`src/rtl/map_request_server.sv`:
```
// map_request_server: serves DDA map-cell reads from a single-port BRAM and owns the loader write path.
// Ports: pixel_clk_in/rst_n_in clock and sync active-low reset; map_request/map_addra read pulse and
// cell address; map_data/map_data_ready returned cell and one-cycle valid; load_valid_in/load_addr_in/
// load_data_in/load_ready_out loader write handshake; bram_addr_out/bram_we_out/bram_din_out/bram_dout_in
// BRAM port; busy_out read in flight or pending; overflow_out sticky dropped-request flag.
module map_request_server #(
  parameter int N            = 24,
  parameter int DATA_WIDTH   = 3,
  parameter int BRAM_LATENCY = 2,
  parameter int WALL_VALUE   = 1
) (
  input  logic                       pixel_clk_in,
  input  logic                       rst_n_in,
  input  logic                       map_request,
  input  logic [$clog2(N*N)-1:0]     map_addra,
  output logic [DATA_WIDTH-1:0]      map_data,
  output logic                       map_data_ready,
  input  logic                       load_valid_in,
  input  logic [$clog2(N*N)-1:0]     load_addr_in,
  input  logic [DATA_WIDTH-1:0]      load_data_in,
  output logic                       load_ready_out,
  output logic [$clog2(N*N)-1:0]     bram_addr_out,
  output logic                       bram_we_out,
  output logic [DATA_WIDTH-1:0]      bram_din_out,
  input  logic [DATA_WIDTH-1:0]      bram_dout_in,
  output logic                       busy_out,
  output logic                       overflow_out
);
  localparam int AW = $clog2(N*N);
  localparam int CW = $clog2(BRAM_LATENCY+1);
  // one extra bit so N*N is representable even when it is a power of two
  localparam logic [AW:0] CELLS = (AW+1)'(N*N);
  typedef enum logic [1:0] {IDLE, READ_WAIT, RESPOND} state_t;
  state_t state_q, state_d;
  logic pend_v_q, pend_v_d, ovf_q, ovf_d, we_q, we_d;
  logic [AW-1:0] pend_a_q, pend_a_d, addr_q, addr_d, start_a;
  logic [DATA_WIDTH-1:0] data_q, data_d, din_q, din_d;
  logic [CW-1:0] cnt_q, cnt_d;
  assign start_a        = pend_v_q ? pend_a_q : map_addra;
  assign load_ready_out = (state_q == IDLE) & !map_request & !pend_v_q & rst_n_in;
  assign map_data       = data_q;
  assign map_data_ready = state_q == RESPOND;
  assign bram_addr_out  = addr_q;
  assign bram_we_out    = we_q;
  assign bram_din_out   = din_q;
  assign busy_out       = (state_q != IDLE) | pend_v_q;
  assign overflow_out   = ovf_q;
  always_comb begin
    state_d  = state_q;
    pend_v_d = pend_v_q;
    pend_a_d = pend_a_q;
    ovf_d    = ovf_q;
    cnt_d    = cnt_q;
    data_d   = data_q;
    addr_d   = addr_q;
    din_d    = din_q;
    we_d     = 1'b0;
    if (state_q == IDLE) begin
      if (pend_v_q | map_request) begin
        // serving the pending slot frees it; a same-cycle request refills it
        if (pend_v_q) begin
          pend_v_d = map_request;
          pend_a_d = map_addra;
        end
        if ({1'b0, start_a} < CELLS) begin
          addr_d  = start_a;
          cnt_d   = CW'(BRAM_LATENCY);
          state_d = READ_WAIT;
        end else begin
          data_d  = DATA_WIDTH'(WALL_VALUE);
          state_d = RESPOND;
        end
      end else if (load_valid_in && {1'b0, load_addr_in} < CELLS) begin
        we_d   = 1'b1;
        addr_d = load_addr_in;
        din_d  = load_data_in;
      end
    end else begin
      if (map_request) begin
        ovf_d    = ovf_q | pend_v_q;
        pend_v_d = 1'b1;
        pend_a_d = pend_v_q ? pend_a_q : map_addra;
      end
      if (state_q == RESPOND) begin
        state_d = IDLE;
      end else if (cnt_q == '0) begin
        // one edge of margin past BRAM_LATENCY before sampling the read data
        data_d  = bram_dout_in;
        state_d = RESPOND;
      end else begin
        cnt_d = cnt_q - CW'(1);
      end
    end
  end
  always_ff @(posedge pixel_clk_in) begin
    if (!rst_n_in) begin
      state_q  <= IDLE;
      pend_v_q <= 1'b0;
      pend_a_q <= '0;
      ovf_q    <= 1'b0;
      cnt_q    <= '0;
      data_q   <= '0;
      addr_q   <= '0;
      din_q    <= '0;
      we_q     <= 1'b0;
    end else begin
      state_q  <= state_d;
      pend_v_q <= pend_v_d;
      pend_a_q <= pend_a_d;
      ovf_q    <= ovf_d;
      cnt_q    <= cnt_d;
      data_q   <= data_d;
      addr_q   <= addr_d;
      din_q    <= din_d;
      we_q     <= we_d;
    end
  end
endmodule

```
`config.mk`:
```
export PLATFORM = sky130hd
export DESIGN_NAME = map_request_server
export DESIGN_NICKNAME = d
export VERILOG_FILES = /design/src/rtl/map_request_server.sv
export SDC_FILE = /design/constraint.sdc
export NUM_CORES = 1
export LEC_CHECK = 0
export ABC_AREA = 1
export ABC_CLOCK_PERIOD_IN_PS = 1300
export BUFFER_PORTS_ARGS = -buffer_cell sky130_fd_sc_hd__buf_2
export CORE_MARGIN = 1.5
export CORE_UTILIZATION = 33
export DETAILED_ROUTE_END_ITERATION = 10
export MAX_ROUTING_LAYER = met4
export PLACE_DENSITY = 0.6
export SLEW_MARGIN = 0
export SYNTH_ARGS = -nofsm -noshare
export SYNTH_HDL_FRONTEND = slang
export SYNTH_SLANG_ARGS = --single-unit
```
`constraint.sdc`:
```
create_clock -name pixel_clk_in -period 1.3 [get_ports pixel_clk_in]
set_input_delay 0.26 -clock pixel_clk_in [delete_from_list [all_inputs] [get_ports pixel_clk_in]]
set_output_delay 0.26 -clock pixel_clk_in [all_outputs]
set_load 0.1 [all_outputs]
```
==> flow_metrics.py, run 1 <==
metrics = {
    "drt": {
        "vias": 1922,
        "routedWlPerCell_um": 12.1,
        "via_per_inst": 4.69,
        "drtIter0Drc": 113,
        "first_pass_iters": 4,
        "route.detailed.drc": 0,
        "ant_nets": 0,
        "wl_mm": 4.96,
    },
    "clocking": {
        "insertion_delay_ps": 290,
        "root_buffer": "clkbuf_8",
        "clk_path_buf_depth": 2,
        "htreeDepth": 2,
        "cts_tree": "done",
        "clock_sink_count": 33,
        "cts_made_buffers": 5,
        "clk_pin_slew_ps": 70,
    },
    "placement": {
        "placed_area_um2": 2570,
        "routabilityCongestion": 0.818,
        "dp_cells": 391,
        "port_buffers": 50,
        "post-dp-hpwl_mm": 3.43,
        "dp_slack_ps": -79.5,
    },
    "sta": {
        "slew_headroom": 0.706,
        "tightestPinTransition_ps": 438,
        "setup_viol": 24,
        "clock-skew-final_ps": 11.3,
        "maxSlewViolCount": 0,
        "whs_ps": 217,
        "fin_ws_ps": -226,
        "period_share": 1.17,
        "max_freq_ghz": 0.655,
        "rsz0062_at_grt": "true",
        "min_period_ps": 1530,
        "fin_tns_setup_ps": -3070,
        "finalHoldViolations": 0,
    },
    "die": {
        "fp.dieArea_um2": 5590,
        "start_util": 0.350,
        "die_h_um": 74.8,
        "rows": 25,
        "io_pins": 51,
        "die_x_um": 74.8,
        "core_um2": 4850,
    },
    "yosys": {
        "syn_area_um2": 1700,
        "synth_nets": 283,
        "syn_inst": 252,
        "synth_top_area_frac": 0.389,
        "synth_top_area_cell": "dfxtp_1",
        "syn_area_per_cell_um2": 6.74,
        "ys_seq_area_frac": 0.389,
        "synthTopCellsByArea": "dfxtp_1, nand2_1, nor2_1, o21ai_0, a31oi_1",
        "synth-seq-cells": 33,
        "synth_warnings": 0,
        "ys_types": 25,
    },
    "setup_path": {
        "critPathKind": "register to primary output",
        "endpoint": "load_ready_out",
        "path_common_cell": "nor2_4",
        "r2r_start": "pend_v_q",
        "path_cells": "nor2_4, nand2_2, buf_6, nor2_4, buf_12",
        "critPathRequiredTime_ps": 1040,
        "cp_max_fo": 6,
        "cp-end-kind": "primary output",
        "max_stage_delay_ps": 380,
        "ff2ff_path_depth": 10,
        "cp.arrival_ps": 1270,
        "r2r-end": "bram_addr_out[0]",
        "cp_slowest_cell": "dfxtp_4",
        "start_kind": "register",
        "reg2reg_slack_ps": -190,
        "crit_start": "pend_v_q",
    },
    "power": {
        "power_leakage_nw": 1.40,
        "cellPowerDensity_nw_per_um2": 1560,
        "vdd_drop_max_uv": 1010,
    },
    "grt": {
        "groute.usage.overall": 0.188,
        "grt_pass1_vias": 1735,
        "grt_max_degree": 19,
        "antenna_found_initial": 0,
        "grt_pass1_wl_mm": 7.82,
        "grt.overflow.total": 0,
    },
    "finish": {
        "layout.nets": 373,
        "areaGrowthSynthToFinish_pct": 76.3,
        "drive_gt1_frac": 0.469,
        "final_area_um2": 3000,
        "antenna_cells": 0,
        "fin_cells": 410,
    },
    "run_status": {
        "violations": "negative setup slack",
        "outcome": "finished, violations left",
    },
    "worst_hold_path": {
        "hp-class": "primary input to register",
        "min-delay-start": "load_data_in[1]",
    },
    "flow_run": {
        "drv_cap": 0,
    },
}
==> sequential cells by signal (all words and copies together), names as in the netlist <==
| signal | cells |
|---|---|
| cnt_q | 2 |
| bram_addr_out | 10 |
| map_data | 3 |
| state_q | 2 |
| overflow_out | 1 |
| pend_v_q | 1 |
| bram_we_out | 1 |
| pend_a_q | 10 |
| bram_din_out | 3 |
==> how the worst min path moves through the flow <==
stage,endpoint,cells after the start
floorplan,pend_v_q,2
global placement,cnt_q[0],2
detailed placement,cnt_q[0],2
CTS,bram_din_out[1],3
global route,bram_din_out[1],3
finish,bram_din_out[1],3
==> report_power, final <==
part	internal, mW	switching (mW)	total (mW)
clock	0.479	0.382	0.861
combinational	1.01	1.44	2.46
sequential	1.18	0.160	1.34
total	2.67	1.99	4.66
==> synth_stat cells <==
| library cell | count |
|---|---|
| o21a_1 | 1 |
| clkbuf_1 | 5 |
| inv_1 | 18 |
| a211oi_1 | 1 |
| buf_2 | 3 |
| a21oi_1 | 7 |
| a31oi_1 | 11 |
| nand2_2 | 7 |
| nor2_1 | 40 |
| nand2_4 | 4 |
| nor3_1 | 1 |
| o21ai_2 | 4 |
| nand2_1 | 76 |
| dfxtp_1 | 33 |
| nand3_2 | 1 |
| ha_1 | 1 |
| nor2_4 | 2 |
| buf_6 | 2 |
| nand3_1 | 7 |
| buf_8 | 1 |
| inv_2 | 2 |
| o31ai_1 | 1 |
| nor2_2 | 1 |
| o21ai_0 | 17 |
| o21ai_1 | 6 |
==> cells by family (layout without fill, tap and decap cells) <==
kind of cell               after synthesis  in the layout  synth area share
DFF                                     33             33             0.389
AOI/OAI and AO/OA                       48             48             0.163
and+or+nand+nor                        139            139             0.355
buffers and inverters                   31            122            0.0861
adders and majority gates                1              1           0.00736
==> critical path, delay by kind of cell, from the launching register on <==
kind | cells | cell delay [ps]
buf+inv | 2 | 300
simple gates | 3 | 290
flops | 1 | 380
==> timing repair <==
item | CTS | global route
pin swaps | 8 | 5
hold buffers | 0 | 0
buffers inserted | 6 | 4
gates resized for setup | 27 | 40
setup endpoints to repair | 22 | 33
cloned | 1 | 1
==> cells in the final DEF, fill, tap and decap left out, types with 5 or more instances in the layout <==
master	instances
nor2_2	7
buf_4	27
nand2_2	5
dfxtp_1	30
inv_1	16
a31oi_1	11
nor2_4	5
o21ai_2	18
clkbuf_8	7
nand2_1	72
nand3_1	6
buf_6	13
buf_2	30
o21ai_1	6
buf_12	22
nor2_1	31
nand2_4	8
==> per-stage QoR <==
stage          utilization  total power [mW]
4_1_cts              0.578              4.47
5_1_grt              0.618              4.90
2_1_floorplan            -              2.66
6_report             0.618              4.66
3_3_place_gp         0.531              3.44
3_5_place_dp         0.531              3.46
==> layer usage <==
| layer | GRT usage | share of wire |
|---|---|---|
| met1 | 0.255 | 0.46 |
| met3 | 0.0415 | 0.042 |
| met2 | 0.286 | 0.48 |
| met5 | - | 0 |
| met4 | 0.0485 | 0.011 |
==> layout make-up <==
class	count	area, um2
tap	67	83.8
clock buffer	7	96.3
sequential	33	669
inverter	20	85.1
fill	412	1850
multi-input combinational	188	1080
clock inverter	1	5.00
timing repair buffer	94	980
Note: power is estimated with default switching activity, not from simulation.
==> run 2: changes to the inputs <==
--- a/config.mk
+++ b/config.mk
@@ -13,6 +13,7 @@
 export DETAILED_ROUTE_END_ITERATION = 10
 export MAX_ROUTING_LAYER = met4
 export PLACE_DENSITY = 0.6
+export REMOVE_ABC_BUFFERS = 1
 export SLEW_MARGIN = 0
 export SYNTH_ARGS = -nofsm -noshare
 export SYNTH_HDL_FRONTEND = slang
==> run 2 against run 1 <==
Against the previous run: the flow still finishes with violations (negative setup slack); sequential share of layout area grew 1.0 points; non-clock buffer count shrank 4; power fell by 4.4%; wire length fell by 4.1%; combinational power fell by 5%; register-to-register slack better by 40 ps; clock power is 8.7% lower; clock-buffer cell count is the same; clock skew is 8.5 ps lower; largest power group unchanged; via count down 2.7%; setup slack improved by 20 ps; sequential cell count stayed put.
==> flow_metrics.py, run 2 (same netlist as run 1, synthesis figures left out) <==
metrics = {
    "setup_path": {
        "r2r-end": "bram_addr_out[9]",
        "endpoint": "busy_out",
        "reg2reg_slack_ps": -150,
        "crit_start": "state_q[1]",
        "ff2ff_path_depth": 10,
        "cp-end-kind": "primary output",
        "start_kind": "register",
        "cp.arrival_ps": 1250,
        "critPathKind": "register to primary output",
        "critPathRequiredTime_ps": 1040,
        "cp_max_fo": 4,
        "r2r_start": "state_q[1]",
    },
    "clocking": {
        "root_buffer": "clkbuf_8",
        "clk_pin_slew_ps": 70,
        "cts_tree": "done",
        "cts_made_buffers": 5,
        "htreeDepth": 2,
        "insertion_delay_ps": 280,
        "clock_sink_count": 33,
        "postCtsHoldBufs": 0,
        "clk_path_buf_depth": 2,
    },
    "drt": {
        "wl_mm": 4.76,
        "first_pass_iters": 4,
        "ant_nets": 0,
        "via_per_inst": 4.62,
        "vias": 1870,
        "routedWlPerCell_um": 11.7,
        "drtIter0Drc": 73,
        "route.detailed.drc": 0,
    },
    "sta": {
        "slew_headroom": 0.778,
        "maxSlewViolCount": 0,
        "min_period_ps": 1510,
        "setup_viol": 29,
        "clock-skew-final_ps": 2.75,
        "whs_ps": 205,
        "tightestPinTransition_ps": 332,
        "rsz0062_at_grt": "true",
        "max_freq_ghz": 0.664,
        "fin_tns_setup_ps": -2420,
        "fin_ws_ps": -207,
        "period_share": 1.16,
        "finalHoldViolations": 0,
    },
    "die": {
        "io_pins": 51,
        "start_util": 0.350,
        "die_h_um": 74.8,
        "core_um2": 4850,
        "die_x_um": 74.8,
        "rows": 25,
        "fp.dieArea_um2": 5590,
    },
    "placement": {
        "routabilityCongestion": 0.833,
        "dp_cells": 388,
        "port_buffers": 50,
        "post-dp-hpwl_mm": 3.20,
    },
    "power": {
        "vdd_drop_max_uv": 874,
        "cellPowerDensity_nw_per_um2": 1550,
        "total_power_mw": 4.46,
        "power_leakage_nw": 1.34,
    },
    "worst_hold_path": {
        "hp-class": "primary input to register",
    },
    "run_status": {
        "outcome": "finished, violations left",
        "violations": "negative setup slack",
    },
    "finish": {
        "layout.nets": 369,
        "areaGrowthSynthToFinish_pct": 68.9,
        "antenna_cells": 0,
        "final_common_cell": "nand2_1",
        "fin_cells": 405,
        "drive_gt1_frac": 0.429,
        "final_cell_mix": "nand2_1, nor2_1, dfxtp_1, buf_2, buf_4",
    },
    "grt": {
        "grt_pass1_wl_mm": 7.99,
        "grt_pass1_vias": 1763,
        "antenna_found_initial": 0,
        "groute.usage.overall": 0.193,
        "grt_max_degree": 29,
        "grt.overflow.total": 0,
    },
    "flow_run": {
        "drv_cap": 0,
    },
}
-- run 2: stage by stage --
stage,worst slack (ps),util,area (um2)
6_report,-207,0.592,2870
5_1_grt,-246,0.592,2870
4_1_cts,-177,0.572,2770
3_5_place_dp,-206,0.521,2530
3_3_place_gp,-139,0.521,2530
2_1_floorplan,-1090,-,1630
-- run 2: worst min-delay path by stage --
| stage | start | slack [ps] | endpoint | depth (start not counted) |
|---|---|---|---|---|
| 5_1_grt | load_data_in[2] | 240 | bram_din_out[2] | 3 |
| 3_5_place_dp | cnt_q[0] | 500 | cnt_q[0] | 2 |
| 3_3_place_gp | cnt_q[0] | 490 | cnt_q[0] | 2 |
| 6_report | load_data_in[1] | 210 | bram_din_out[1] | 3 |
| 4_1_cts | load_data_in[1] | 210 | bram_din_out[1] | 3 |
| 2_1_floorplan | rst_n_in | 370 | bram_addr_out[2] | 2 |
-- run 2: final cells by class --
| class | instances | area, um2 |
|---|---|---|
| inverter | 20 | 80.1 |
| clock buffer | 7 | 86.3 |
| multi-input combinational | 188 | 1010 |
| fill | 410 | 1980 |
| timing repair buffer | 90 | 942 |
| sequential | 33 | 671 |
| tap | 67 | 83.8 |
-- run 2: metal layers --
layer  track usage  part of all wire
met1         0.249              0.44
met2         0.296              0.48
met3        0.0576             0.058
met4        0.0545             0.016
met5             -                 0
-- run 2: report_power, final --
group	internal (mW)	switching [mW]	leakage, nW
registers	1.19	0.149	0.274
clock network	0.420	0.366	0.0443
logic	0.946	1.39	1.02
-- run 2: critical path, stage by stage (launching register included) --
cell	delay, ps
dfxtp_4	360
nor2_4	160
buf_6	130
nand2_4	50
buf_6	110
buf_12	150
-- run 2: timing repair --
item	4_1_cts	5_1_grt
hold endpoints to repair	0	0
gates resized for setup	41	23
setup endpoints to repair	33	35
pin swaps	9	7
buffers inserted	7	3
gates cloned	0	1
==> run 3: changes to the inputs <==
--- a/config.mk
+++ b/config.mk
@@ -9,10 +9,10 @@
 export ABC_CLOCK_PERIOD_IN_PS = 1300
 export BUFFER_PORTS_ARGS = -buffer_cell sky130_fd_sc_hd__buf_2
 export CORE_MARGIN = 1.5
-export CORE_UTILIZATION = 33
+export CORE_UTILIZATION = 46
 export DETAILED_ROUTE_END_ITERATION = 10
 export MAX_ROUTING_LAYER = met4
-export PLACE_DENSITY = 0.6
+export PLACE_DENSITY = 0.78
 export REMOVE_ABC_BUFFERS = 1
 export SLEW_MARGIN = 0
 export SYNTH_ARGS = -nofsm -noshare
==> run 3 against run 2 <==
Against the previous run: the flow still finishes with violations (negative setup slack); die area is 27% lower; global-route usage is 3.8 points higher; power is 1.9% higher; clock skew is 8.0 ps higher; setup slack better by 3.7 ps; sequential share of layout area is 0.11 points higher; design area is 0.65% lower; sequential power hardly changed; critical endpoint unchanged.
==> flow_metrics.py, run 3 (same netlist as run 1, synthesis figures left out) <==
metrics = {
    "drt": {
        "ant_nets": 0,
        "wl_mm": 5.64,
        "drtIter0Drc": 158,
        "route.detailed.drc": 0,
        "routedWlPerCell_um": 14.5,
        "first_pass_iters": 5,
        "via_per_inst": 5.32,
        "vias": 2070,
    },
    "power": {
        "vdd_drop_max_uv": 1010,
        "power_leakage_nw": 1.35,
        "cellPowerDensity_nw_per_um2": 1590,
    },
    "run_status": {
        "violations": "negative setup slack",
        "outcome": "finished, violations left",
    },
    "sta": {
        "tightestPinTransition_ps": 344,
        "period_share": 1.16,
        "slew_headroom": 0.769,
        "rsz0062_at_grt": "true",
        "max_freq_ghz": 0.665,
        "fin_ws_ps": -203,
        "maxSlewViolCount": 0,
        "whs_ps": 210,
        "setup_viol": 26,
        "clock-skew-final_ps": 10.8,
        "min_period_ps": 1500,
        "finalHoldViolations": 0,
    },
    "grt": {
        "grt_pass1_wl_mm": 7.17,
        "grt_max_degree": 29,
        "groute.usage.overall": 0.231,
        "antenna_found_initial": 0,
        "grt.overflow.total": 0,
        "grt_pass1_vias": 1682,
    },
    "clocking": {
        "insertion_delay_ps": 300,
        "root_buffer": "clkbuf_8",
        "clk_pin_slew_ps": 80,
        "htreeDepth": 2,
        "postCtsHoldBufs": 0,
        "clk_path_buf_depth": 2,
        "cts_made_buffers": 5,
        "cts_tree": "done",
        "clock_sink_count": 33,
    },
    "die": {
        "fp.dieArea_um2": 4070,
        "die_x_um": 63.8,
        "rows": 21,
        "core_um2": 3440,
        "io_pins": 51,
        "die_h_um": 63.8,
        "start_util": 0.494,
    },
    "finish": {
        "antenna_cells": 0,
        "layout.nets": 373,
        "drive_gt1_frac": 0.434,
        "final_cell_mix": "nand2_1, nor2_1, buf_4",
        "finish.utilization": 0.828,
        "final_common_cell": "nand2_1",
        "areaGrowthSynthToFinish_pct": 67.8,
    },
    "placement": {
        "port_buffers": 50,
        "routabilityCongestion": 0.928,
        "post-dp-hpwl_mm": 3.18,
    },
    "setup_path": {
        "cp_max_fo": 3,
        "critPathKind": "register to primary output",
        "cp-end-kind": "primary output",
        "critPathRequiredTime_ps": 1040,
        "cp.arrival_ps": 1240,
        "start_kind": "register",
    },
    "worst_hold_path": {
        "hp-class": "primary input to register",
    },
    "flow_run": {
        "drv_cap": 0,
    },
}
run 3: path summary, 6_finish.rpt:
check	from	endpoint	slack, ps	depth (start not counted)
setup / recovery	state_q[0]	busy_out	-200	5
hold / removal	load_data_in[1]	bram_din_out[1]	210	3
setup reg to reg	pend_v_q	bram_addr_out[5]	-150	8
hold reg to reg	cnt_q[0]	cnt_q[0]	520	2
run 3: layer usage:
layer	global-route usage	routed length, um	vias up
li1	-	-	990
met1	0.278	2110	942
met2	0.375	2930	122
met3	0.0546	480	16
met4	0.0924	124	0
met5	-	0	-
run 3: power breakdown:
part / internal, mW / switching, mW
clock: 0.369 / 0.412
combinational: 0.949 / 1.47
sequential: 1.18 / 0.160
run 3: stage by stage:
step	worst slack (ps)	area [um2]	setup TNS, ps	cells	total power [mW]
final	-203	2850	-2070	389	4.54
after floorplan	-1090	1630	-16160	241	2.53
after CTS	-185	2620	-1970	378	4.18
after global placement	-171	2480	-3350	368	3.33
after global routing	-255	2850	-4030	389	4.74
after detailed placement	-318	2480	-5740	368	3.37
run 3: final cells by class:
class | instances | area, um2
clock inverter | 3 | 17.5
clock buffer | 5 | 68.8
multi-input combinational | 190 | 1040
inverter | 20 | 80.1
timing repair buffer | 92 | 918
tap | 46 | 57.6
sequential | 33 | 669
fill | 196 | 591
run 3: repair_timing:
action / in CTS / in global routing
buffers inserted: 2 / 10
resized for setup: 13 / 54
cloned: 0 / 2
setup endpoints to repair: 32 / 35
pin swaps: 4 / 8
run 3: worst max-delay path, cell delays in order (launching register included):
cell and delay (ps):
dfxtp_2 340, nor2_4 130, buf_4 140, nand2_2 60
buf_6 120, buf_12 150
